### src/rtl/wishbone_line_master.sv
// Wishbone classic-cycle master for 128-bit cache lines, with slave-retry handling
// and a one-line write-through read buffer that serves repeated reads without a bus cycle.
module wishbone_line_master #(
    parameter int unsigned RETRY_LIMIT = 4
) (
    input  logic           clk,
    input  logic           rst,
    input  logic           mem_read,
    input  logic           mem_write,
    input  logic [11:0]    mem_address,
    input  logic [127:0]   write_data_mem,
    input  logic [15:0]    select,
    output logic [127:0]   mem_rdata_line,
    output logic           mem_resp,
    output logic           mem_error,
    output logic [11:0]    wb_adr,
    output logic [127:0]   wb_dat_o,
    output logic [15:0]    wb_sel,
    output logic           wb_cyc,
    output logic           wb_stb,
    output logic           wb_we,
    input  logic [127:0]   wb_dat_i,
    input  logic           wb_ack,
    input  logic           wb_rty
);

    localparam int unsigned CNT_W = $clog2(RETRY_LIMIT + 1);
    localparam logic [CNT_W-1:0] RTY_MAX = CNT_W'(RETRY_LIMIT);

    typedef enum logic [1:0] {
        S_IDLE    = 2'd0,
        S_BUS     = 2'd1,
        S_BACKOFF = 2'd2,
        S_RESP    = 2'd3
    } state_t;

    state_t           r_state;
    state_t           w_state_next;

    logic [11:0]      r_adr;
    logic [127:0]     r_dat;
    logic [15:0]      r_sel;
    logic             r_we;
    logic [CNT_W-1:0] r_rty_cnt;
    logic             r_err;
    logic [127:0]     r_rdata;

    logic             r_buf_valid;
    logic [11:0]      r_buf_tag;
    logic [127:0]     r_buf_data;

    logic             w_hit;
    logic             w_read_hit;
    logic             w_start;
    logic             w_bus_ack;
    logic             w_bus_rty;
    logic [CNT_W-1:0] w_rty_inc;
    logic             w_rty_last;
    logic             w_wr_buf_hit;

    // Replace each selected byte lane of the old line with the new data.
    function automatic logic [127:0] merge_bytes(input logic [127:0] old_line,
                                                 input logic [127:0] new_line,
                                                 input logic [15:0]  byte_sel);
        logic [127:0] res;
        res = old_line;
        for (int i = 0; i < 16; i++) begin
            if (byte_sel[i]) begin
                res[8*i +: 8] = new_line[8*i +: 8];
            end else begin
                res[8*i +: 8] = old_line[8*i +: 8];
            end
        end
        return res;
    endfunction

    assign w_hit        = r_buf_valid && (r_buf_tag == mem_address);
    assign w_read_hit   = (r_state == S_IDLE) && !mem_write && mem_read && w_hit;
    assign w_start      = (r_state == S_IDLE) && (mem_write || (mem_read && !w_hit));
    assign w_bus_ack    = (r_state == S_BUS) && wb_ack;
    assign w_bus_rty    = (r_state == S_BUS) && wb_rty && !wb_ack;
    assign w_rty_inc    = r_rty_cnt + CNT_W'(1);
    assign w_rty_last   = (w_rty_inc == RTY_MAX);
    assign w_wr_buf_hit = r_buf_valid && (r_buf_tag == r_adr);

    // State register.
    always_ff @(posedge clk or posedge rst) begin
        if (rst) begin
            r_state <= S_IDLE;
        end else begin
            r_state <= w_state_next;
        end
    end

    // Next-state decode; ack wins over a simultaneous retry.
    always_comb begin
        w_state_next = r_state;
        case (r_state)
            S_IDLE: begin
                if (mem_write) begin
                    w_state_next = S_BUS;
                end else if (mem_read && w_hit) begin
                    w_state_next = S_RESP;
                end else if (mem_read) begin
                    w_state_next = S_BUS;
                end else begin
                    w_state_next = S_IDLE;
                end
            end
            S_BUS: begin
                if (wb_ack) begin
                    w_state_next = S_RESP;
                end else if (wb_rty) begin
                    if (w_rty_last) begin
                        w_state_next = S_RESP;
                    end else begin
                        w_state_next = S_BACKOFF;
                    end
                end else begin
                    w_state_next = S_BUS;
                end
            end
            S_BACKOFF: w_state_next = S_BUS;
            S_RESP:    w_state_next = S_IDLE;
            default:   w_state_next = S_IDLE;
        endcase
    end

    // Request capture; reads always fetch the whole line.
    always_ff @(posedge clk or posedge rst) begin
        if (rst) begin
            r_adr <= 12'd0;
            r_dat <= 128'd0;
            r_sel <= 16'd0;
            r_we  <= 1'b0;
        end else if (w_start) begin
            r_adr <= mem_address;
            r_dat <= write_data_mem;
            r_sel <= mem_write ? select : 16'hFFFF;
            r_we  <= mem_write;
        end else begin
            r_adr <= r_adr;
            r_dat <= r_dat;
            r_sel <= r_sel;
            r_we  <= r_we;
        end
    end

    // Retry counter, cleared per request so it never wraps.
    always_ff @(posedge clk or posedge rst) begin
        if (rst) begin
            r_rty_cnt <= {CNT_W{1'b0}};
        end else if (w_start) begin
            r_rty_cnt <= {CNT_W{1'b0}};
        end else if (w_bus_rty) begin
            r_rty_cnt <= w_rty_inc;
        end else begin
            r_rty_cnt <= r_rty_cnt;
        end
    end

    // Error flag reported alongside the response pulse.
    always_ff @(posedge clk or posedge rst) begin
        if (rst) begin
            r_err <= 1'b0;
        end else if (w_read_hit || w_start || w_bus_ack) begin
            r_err <= 1'b0;
        end else if (w_bus_rty && w_rty_last) begin
            r_err <= 1'b1;
        end else begin
            r_err <= r_err;
        end
    end

    // Read data returned to the CPU: from the buffer on a hit, from the bus on a read ack.
    always_ff @(posedge clk or posedge rst) begin
        if (rst) begin
            r_rdata <= 128'd0;
        end else if (w_read_hit) begin
            r_rdata <= r_buf_data;
        end else if (w_bus_ack && !r_we) begin
            r_rdata <= wb_dat_i;
        end else begin
            r_rdata <= r_rdata;
        end
    end

    // Line buffer: filled on read acks, kept coherent by merging acknowledged writes.
    always_ff @(posedge clk or posedge rst) begin
        if (rst) begin
            r_buf_valid <= 1'b0;
            r_buf_tag   <= 12'd0;
            r_buf_data  <= 128'd0;
        end else if (w_bus_ack && !r_we) begin
            r_buf_valid <= 1'b1;
            r_buf_tag   <= r_adr;
            r_buf_data  <= wb_dat_i;
        end else if (w_bus_ack && w_wr_buf_hit) begin
            r_buf_valid <= r_buf_valid;
            r_buf_tag   <= r_buf_tag;
            r_buf_data  <= merge_bytes(r_buf_data, r_dat, r_sel);
        end else begin
            r_buf_valid <= r_buf_valid;
            r_buf_tag   <= r_buf_tag;
            r_buf_data  <= r_buf_data;
        end
    end

    assign wb_cyc         = (r_state == S_BUS);
    assign wb_stb         = (r_state == S_BUS);
    assign wb_we          = r_we;
    assign wb_adr         = r_adr;
    assign wb_dat_o       = r_dat;
    assign wb_sel         = r_sel;
    assign mem_resp       = (r_state == S_RESP);
    assign mem_error      = (r_state == S_RESP) && r_err;
    assign mem_rdata_line = r_rdata;

endmodule

### config.mk
export PLATFORM = sky130hd
export DESIGN_NAME = wishbone_line_master
export DESIGN_NICKNAME = d
export VERILOG_FILES = /design/src/rtl/wishbone_line_master.sv
export SDC_FILE = /design/constraint.sdc
export NUM_CORES = 1
export LEC_CHECK = 0
export CAP_MARGIN = 20
export CELL_PAD_IN_SITES_DETAIL_PLACEMENT = 0
export CELL_PAD_IN_SITES_GLOBAL_PLACEMENT = 1
export CORE_MARGIN = 3
export CORE_UTILIZATION = 39
export DETAILED_ROUTE_END_ITERATION = 8
export PLACE_DENSITY = 0.92
export SLEW_MARGIN = 10
export SYNTH_ARGS = -nofsm -noshare
export SYNTH_HDL_FRONTEND = slang
export SYNTH_SLANG_ARGS = --single-unit
### constraint.sdc
create_clock -name clk -period 25.4 [get_ports clk]
set_clock_uncertainty 0.15 [all_clocks]
set_input_delay 3.81 -clock clk [delete_from_list [all_inputs] [get_ports clk]]
set_output_delay 3.81 -clock clk [all_outputs]
set_load 0.02 [all_outputs]
Word level (Yosys, flattened, before mapping)
Cells that the tools add are included.
{"block": "op_classes", "n_addsub": 1, "eq_ne": 6, "mux": 32, "n_reduce_logical": 59}
{"cell": "128-bit 2-to-1 mux", "count": 4}
{"cell": "8-bit 2-to-1 mux", "count": 16}
{"cell": "2-bit nonzero test", "count": 20}
{"cell": "2-bit AND reduction", "count": 16}
{"cell": "12-bit == test", "count": 2}
{"cell": "16-bit 2-to-1 mux", "count": 1}
{"cell": "1-bit logical AND", "count": 15}
{"cell": "2-bit 2-to-1 mux", "count": 4}
{"cell": "2-bit case mux with 4 select lines", "count": 1}
{"cell": "3-bit 2-to-1 mux", "count": 2}
{"cell": "2-bit == test (second input constant)", "count": 2}
{"cell": "1-bit logical NOT", "count": 4}
{"cell": "1-bit 2-to-1 mux", "count": 4}
{"cell": "3-bit by 1-bit adder with 3-bit output (second input constant)", "count": 1}
{"cell": "3-bit == test (second input constant)", "count": 1}
{"cell": "1-bit logical OR", "count": 3}
{"cell": "2-bit by 1-bit == test with 1-bit output (second input constant)", "count": 1}
{"cell": "2-bit logical NOT", "count": 1}
{"block": "totals", "register_bits": 432, "input_bits": 290, "output_inout_bits": 289, "elab_cells": 124}

Depth between registers and ports, before layout
{"block": "logic_depth", "depth_word": 9, "depth_mapped": 9, "depth_no_buf": 6}

Least setup slack after synthesis
No wires, ideal clock.
{"block": "synth_timing", "path_kind": "input port to flip-flop", "start": "in mem_address[7]", "end": "reg r_dat[10], in the netlist wb_dat_o[10]", "arrival_ns": 5.308, "required_time_ns": 25.122, "path_slack_ns": 19.815, "stages": 8, "path_cell_list": "xor2_1 nor4_2 nand4_1 and3b_1 buf_2 buf_6 buf_2 mux2_1"}
{"block": "synth_via", "elab_chain_len": 6}
{"item": "from (decl)", "line": "10", "text": "input logic [11:0] mem_address,"}
{"item": "12-bit == test", "line": "77", "text": "assign w_hit = r_buf_valid && (r_buf_tag == mem_address);"}
{"item": "1-bit logical AND", "line": "77"}
{"item": "1-bit logical NOT", "line": "79", "text": "assign w_start = (r_state == S_IDLE) && (mem_write || (mem_read && !w_hit));"}
{"item": "1-bit logical AND", "line": "79"}
{"item": "1-bit logical OR", "line": "79"}
{"item": "1-bit logical AND", "line": "79"}
{"item": "to (signal assigned)", "line": "138", "text": "r_dat <= write_data_mem;"}
{"item": "to (signal assigned)", "line": "143", "text": "r_dat <= r_dat;"}
{"item": "to (decl)", "line": "41", "text": "logic [127:0] r_dat;"}
No other way between the ends.
A chain may end at the register's enable or synchronous reset.

Final worst setup path
{"block": "layout_timing", "start": "in wb_ack", "end": "reg r_rdata[34], in the netlist mem_rdata_line[34]"}
{"block": "layout_via", "elab_chain_len": 3}
{"item": "from (decl)", "line": "23", "text": "input logic wb_ack,"}
{"item": "1-bit logical AND", "line": "80", "text": "assign w_bus_ack = (r_state == S_BUS) && wb_ack;"}
{"item": "1-bit logical AND", "line": "181", "text": "end else if (w_bus_ack && !r_we) begin"}
{"item": "2-bit nonzero test (no source line)"}
{"item": "to (signal assigned)", "line": "180", "text": "r_rdata <= r_buf_data;"}
{"item": "to (signal assigned)", "line": "182", "text": "r_rdata <= wb_dat_i;"}
{"item": "to (signal assigned)", "line": "184", "text": "r_rdata <= r_rdata;"}
{"item": "to (decl)", "line": "46", "text": "logic [127:0] r_rdata;"}
No other way between the ends.

==> PnR_summary.wiki <==
{| class="wikitable"
! Metric !! Value
|-
| Cell area after placement || 25320 um^2
|-
| Overall die width || 227.1 um
|-
| Clock Tree Buf Depth || 3
|-
| Total vias in the final route || approximately 16000
|-
| Seq cells post-synth || 432
|-
| First-pass GRT wire length || 97.03 mm
|-
| Clk pin slew, worst setup/hold paths || about 60 ps
|-
| Crit path largest cell delay || approximately 910 ps
|-
| Synth Flop Type || dfrtp_1
|-
| Share of flip-flops with an asynchronous set or reset || 100.0%
|-
| Shortest period the worst path allows || 7046 ps
|-
| Clock tree from TritonCTS || done
|-
| Worst Max-Slew Pin Slew || between 1000 and 1500 ps
|-
| Worst hold path startpoint || r_buf_valid$_DFFE_PP0P_
|-
| Final cycle utilization of the critical path || between 20 and 30%
|-
| Number of input and output port buffers inserted || 578
|-
| Min-Delay Path Class || reg -> reg
|-
| Initial Utilization || about 40%
|-
| Clock latency at the later pin of the worst-skew pair || 560 ps
|-
| Layout cells sized above 1 || 8.418%
|-
| Max_cap viols || 0
|-
| Worst Setup End Kind || flop
|-
| Post-CTS setup buffer count || 0
|-
| Worst-path cell chain || clkdlybuf4s50_1 > and3b_1 > nand2b_4 > buf_4 > buf_4 > a21oi_1 > a21oi_1
|-
| Placement Setup Slack || 17780 ps
|-
| Setup WS post-layout || 18350 ps
|-
| Pwr per Cell Area || 133.5 nW/um^2
|-
| Avg WL per Cell || 21.53 um
|-
| Buf+Inv Stages, Crit Path || 3
|-
| Biggest area contributors in the synthesized netlist || dfrtp_1 (57%), a21oi_1 (13%), a211oi_1 (5.0%)
|-
| Synthesis-to-finish area growth || 41.60%
|-
| DRC || 0
|-
| Die height || 227.1 um
|-
| Final Hold Vio Count || 0
|-
| DR pass1 iterations || 5
|-
| Mean post-synth cell area || 10.54 um^2
|-
| Largest net degree at the start of global routing || between 150 and 200
|-
| Number of enable flip-flop cells after synthesis || 0
|-
| Headroom to the max-slew limit || between 20% and 30%
|-
| IR drop worst, VDD || 0.00008800 V
|-
| Largest area contributor in the netlist || dfrtp_1
|-
| # setup viols final || 0
|-
| Placeable core area || 48050 um^2
|-
| Most frequent cell after synthesis || a21oi_1
|-
| Number of routed nets with antenna violations || 0
|-
| Share of the synthesized area in the top cell type || a little under three fifths
|-
| Clock sinks || between 400 and 500
|-
| Routability congestion estimate || 0.8429
|-
| H-Tree Depth || 2
|-
| Vias in the first global route || 16530
|-
| Launching instance or port of the critical path || wb_ack
|-
| Most common library cells after synthesis || a21oi_1 (514), dfrtp_1 (432), and2_1 (146)
|-
| Status || finished clean
|-
| Crit path arrival time || 7380 ps
|-
| Final Net Count || 2621
|-
| Pins Over Slew Limit || 0
|-
| Die area || 51570 um^2
|-
| Critical Path RT || about 26000 ps
|-
| Inserted Clock Buffers || 47
|-
| Library cells used by synthesis || 35
|-
| Accumulated negative setup slack || 0 ps
|-
| Highest-delay cell along the critical path || buf_4
|-
| CTS root buffer || clkbuf_16
|-
| Detailed Route Iter0 Violations || 1125
|-
| Filler cell count || 4076
|-
| GR Overflow Total || 0
|-
| Global-route usage over all layers || 24.02%
|-
| Initial antenna violation count || 11
|-
| Count of boundary I/O pins || 579
|-
| Number of cells produced by synthesis || 1808
|-
| Launch point of the worst reg-to-reg path || r_state[1]$_DFF_PP0_
|-
| Post-detail-place hpwl || 44.42 mm
|-
| Static leakage || 11.46 nW
|-
| Post-cts sizing count || 0
|-
| Ys Warns || 0
|-
| Mapped Nets || 2100
|-
| Nature of the critical path startpoint || primary input
|-
| Vias per inst || 5.499
|-
| Final routed wirelength across all metal layers || 64.24 mm
|-
| Post-synthesis cell area || between 15000 and 20000 um^2
|-
| Critical path fanouts, max || 108
|-
| Cell area after layout || roughly 27000 um^2
|-
| Sequential fraction of the synthesis area || 56.71%
|-
| Number of placement rows || 80
|-
| Setup Crit Path Kind || in -> reg
|-
| Maximum operating frequency || 141.9 MHz
|-
| Count of hold buffers inserted by post-cts repair || 0
|-
| RSZ-0062 raised after global routing || false
|-
| Cell family with the largest share of critical-path delay || buffers and inverters
|}
worst reg2reg max path, delay by kind of cell, from the launching register on:
family	cells	cell delay, ps
buf+inv	2	1740
simple gates	2	910
flops	1	460
compound gates	2	520
stage by stage:
step | total power, mW | utilization [%] | hold slack (ps) | cells
after global routing | 3.805 | 56.18 | 392.6 | 2983
after detailed placement | 2.895 | 52.70 | 330.4 | 2893
after CTS | 3.627 | 56.04 | 347.6 | 2977
final | 3.604 | 56.18 | 347.8 | 2984
after global placement | 2.850 | 52.64 | 317.1 | 2891
after floorplan | 2.130 | - | 345.8 | 1808
cell families after synthesis:
| group | after synthesis | synth area share, % |
|---|---|---|
| buf+inv | 134 | 2.934 |
| fa+ha+maj | 2 | 0.1312 |
| compound gates | 647 | 18.73 |
| flops | 432 | 56.71 |
| mux | 141 | 8.322 |
| simple gates | 425 | 11.94 |
| xor+xnor | 27 | 1.240 |
path summary, 6_finish.rpt:
check / endpoint / slack [ps] / cells after the start
max in group asynchronous: wb_dat_o[69]$_DFFE_PP0P_ / 19370 / 5
worst min register to register: r_buf_valid$_DFFE_PP0P_ / 350 / 2
worst max register to register: mem_rdata_line[34]$_DFFE_PP0P_ / 21550 / 6
worst min-delay path: r_buf_valid$_DFFE_PP0P_ / 350 / 2
worst max-delay path: mem_rdata_line[34]$_DFFE_PP0P_ / 18350 / 7
min in group asynchronous: r_buf_data[10]$_DFFE_PP0P_ / 3690 / 2
sequential cells by signal, indices dropped and copies added, names as in the netlist:
| register | count |
|---|---|
| r_buf_tag | 12 |
| mem_rdata_line | 128 |
| wb_adr | 12 |
| wb_sel | 16 |
| wb_dat_o | 128 |
| r_buf_data | 128 |
| wb_we | 1 |
| r_state | 2 |
| r_buf_valid | 1 |
| r_err | 1 |
| r_rty_cnt | 3 |
cells in the final DEF, fill, tap and decap left out, types with 10 or more instances in the layout:
master and instances:
nor2_1 135, xnor2_1 13, mux2_2 80, xor2_1 14, nand3_1 32, clkbuf_16 49
clkbuf_8 10, nor4_4 11, dfrtp_1 432, buf_4 21, clkdlybuf4s50_1 578, and2_1 146
clkbuf_1 11, nand2_1 75, mux2_1 60, a21oi_1 514, a211oi_1 128
power by group:
part           internal (mW)  switching (mW)  leakage (nW)
combinational          0.767           0.828          5.40
clock                  0.432           0.280         0.791
sequential              1.03           0.272          5.27
total                   2.22            1.38          11.5
final cells by class:
cell class | count | area, um^2 | share of cell area (%)
Sequential cell | 432 | 10810 | 40.05
Multi-Input combinational cell | 1242 | 7731 | 28.64
Timing Repair Buffer | 604 | 6048 | 22.41
Clock buffer | 70 | 1405 | 5.205
Tap cell | 615 | 769.5 | 2.851
Clock inverter | 14 | 201.4 | 0.7463
Inverter | 2 | 15.01 | 0.05562
Antenna cell | 5 | 12.51 | 0.04635
metal layers:
layer  part of all wire [%]  track usage [%]  routed length [um]  vias to the layer above
met1                     39            29.49               25260                     8138
met3                    8.2            6.525                5296                      122
li1                       -                -                   -                     7490
met4                    2.9            7.692                1862                        8
met5                  0.072                0                  46                        -
met2                     49            41.33               31770                      651
No activity file was read; power rests on OpenSTA's default activity.
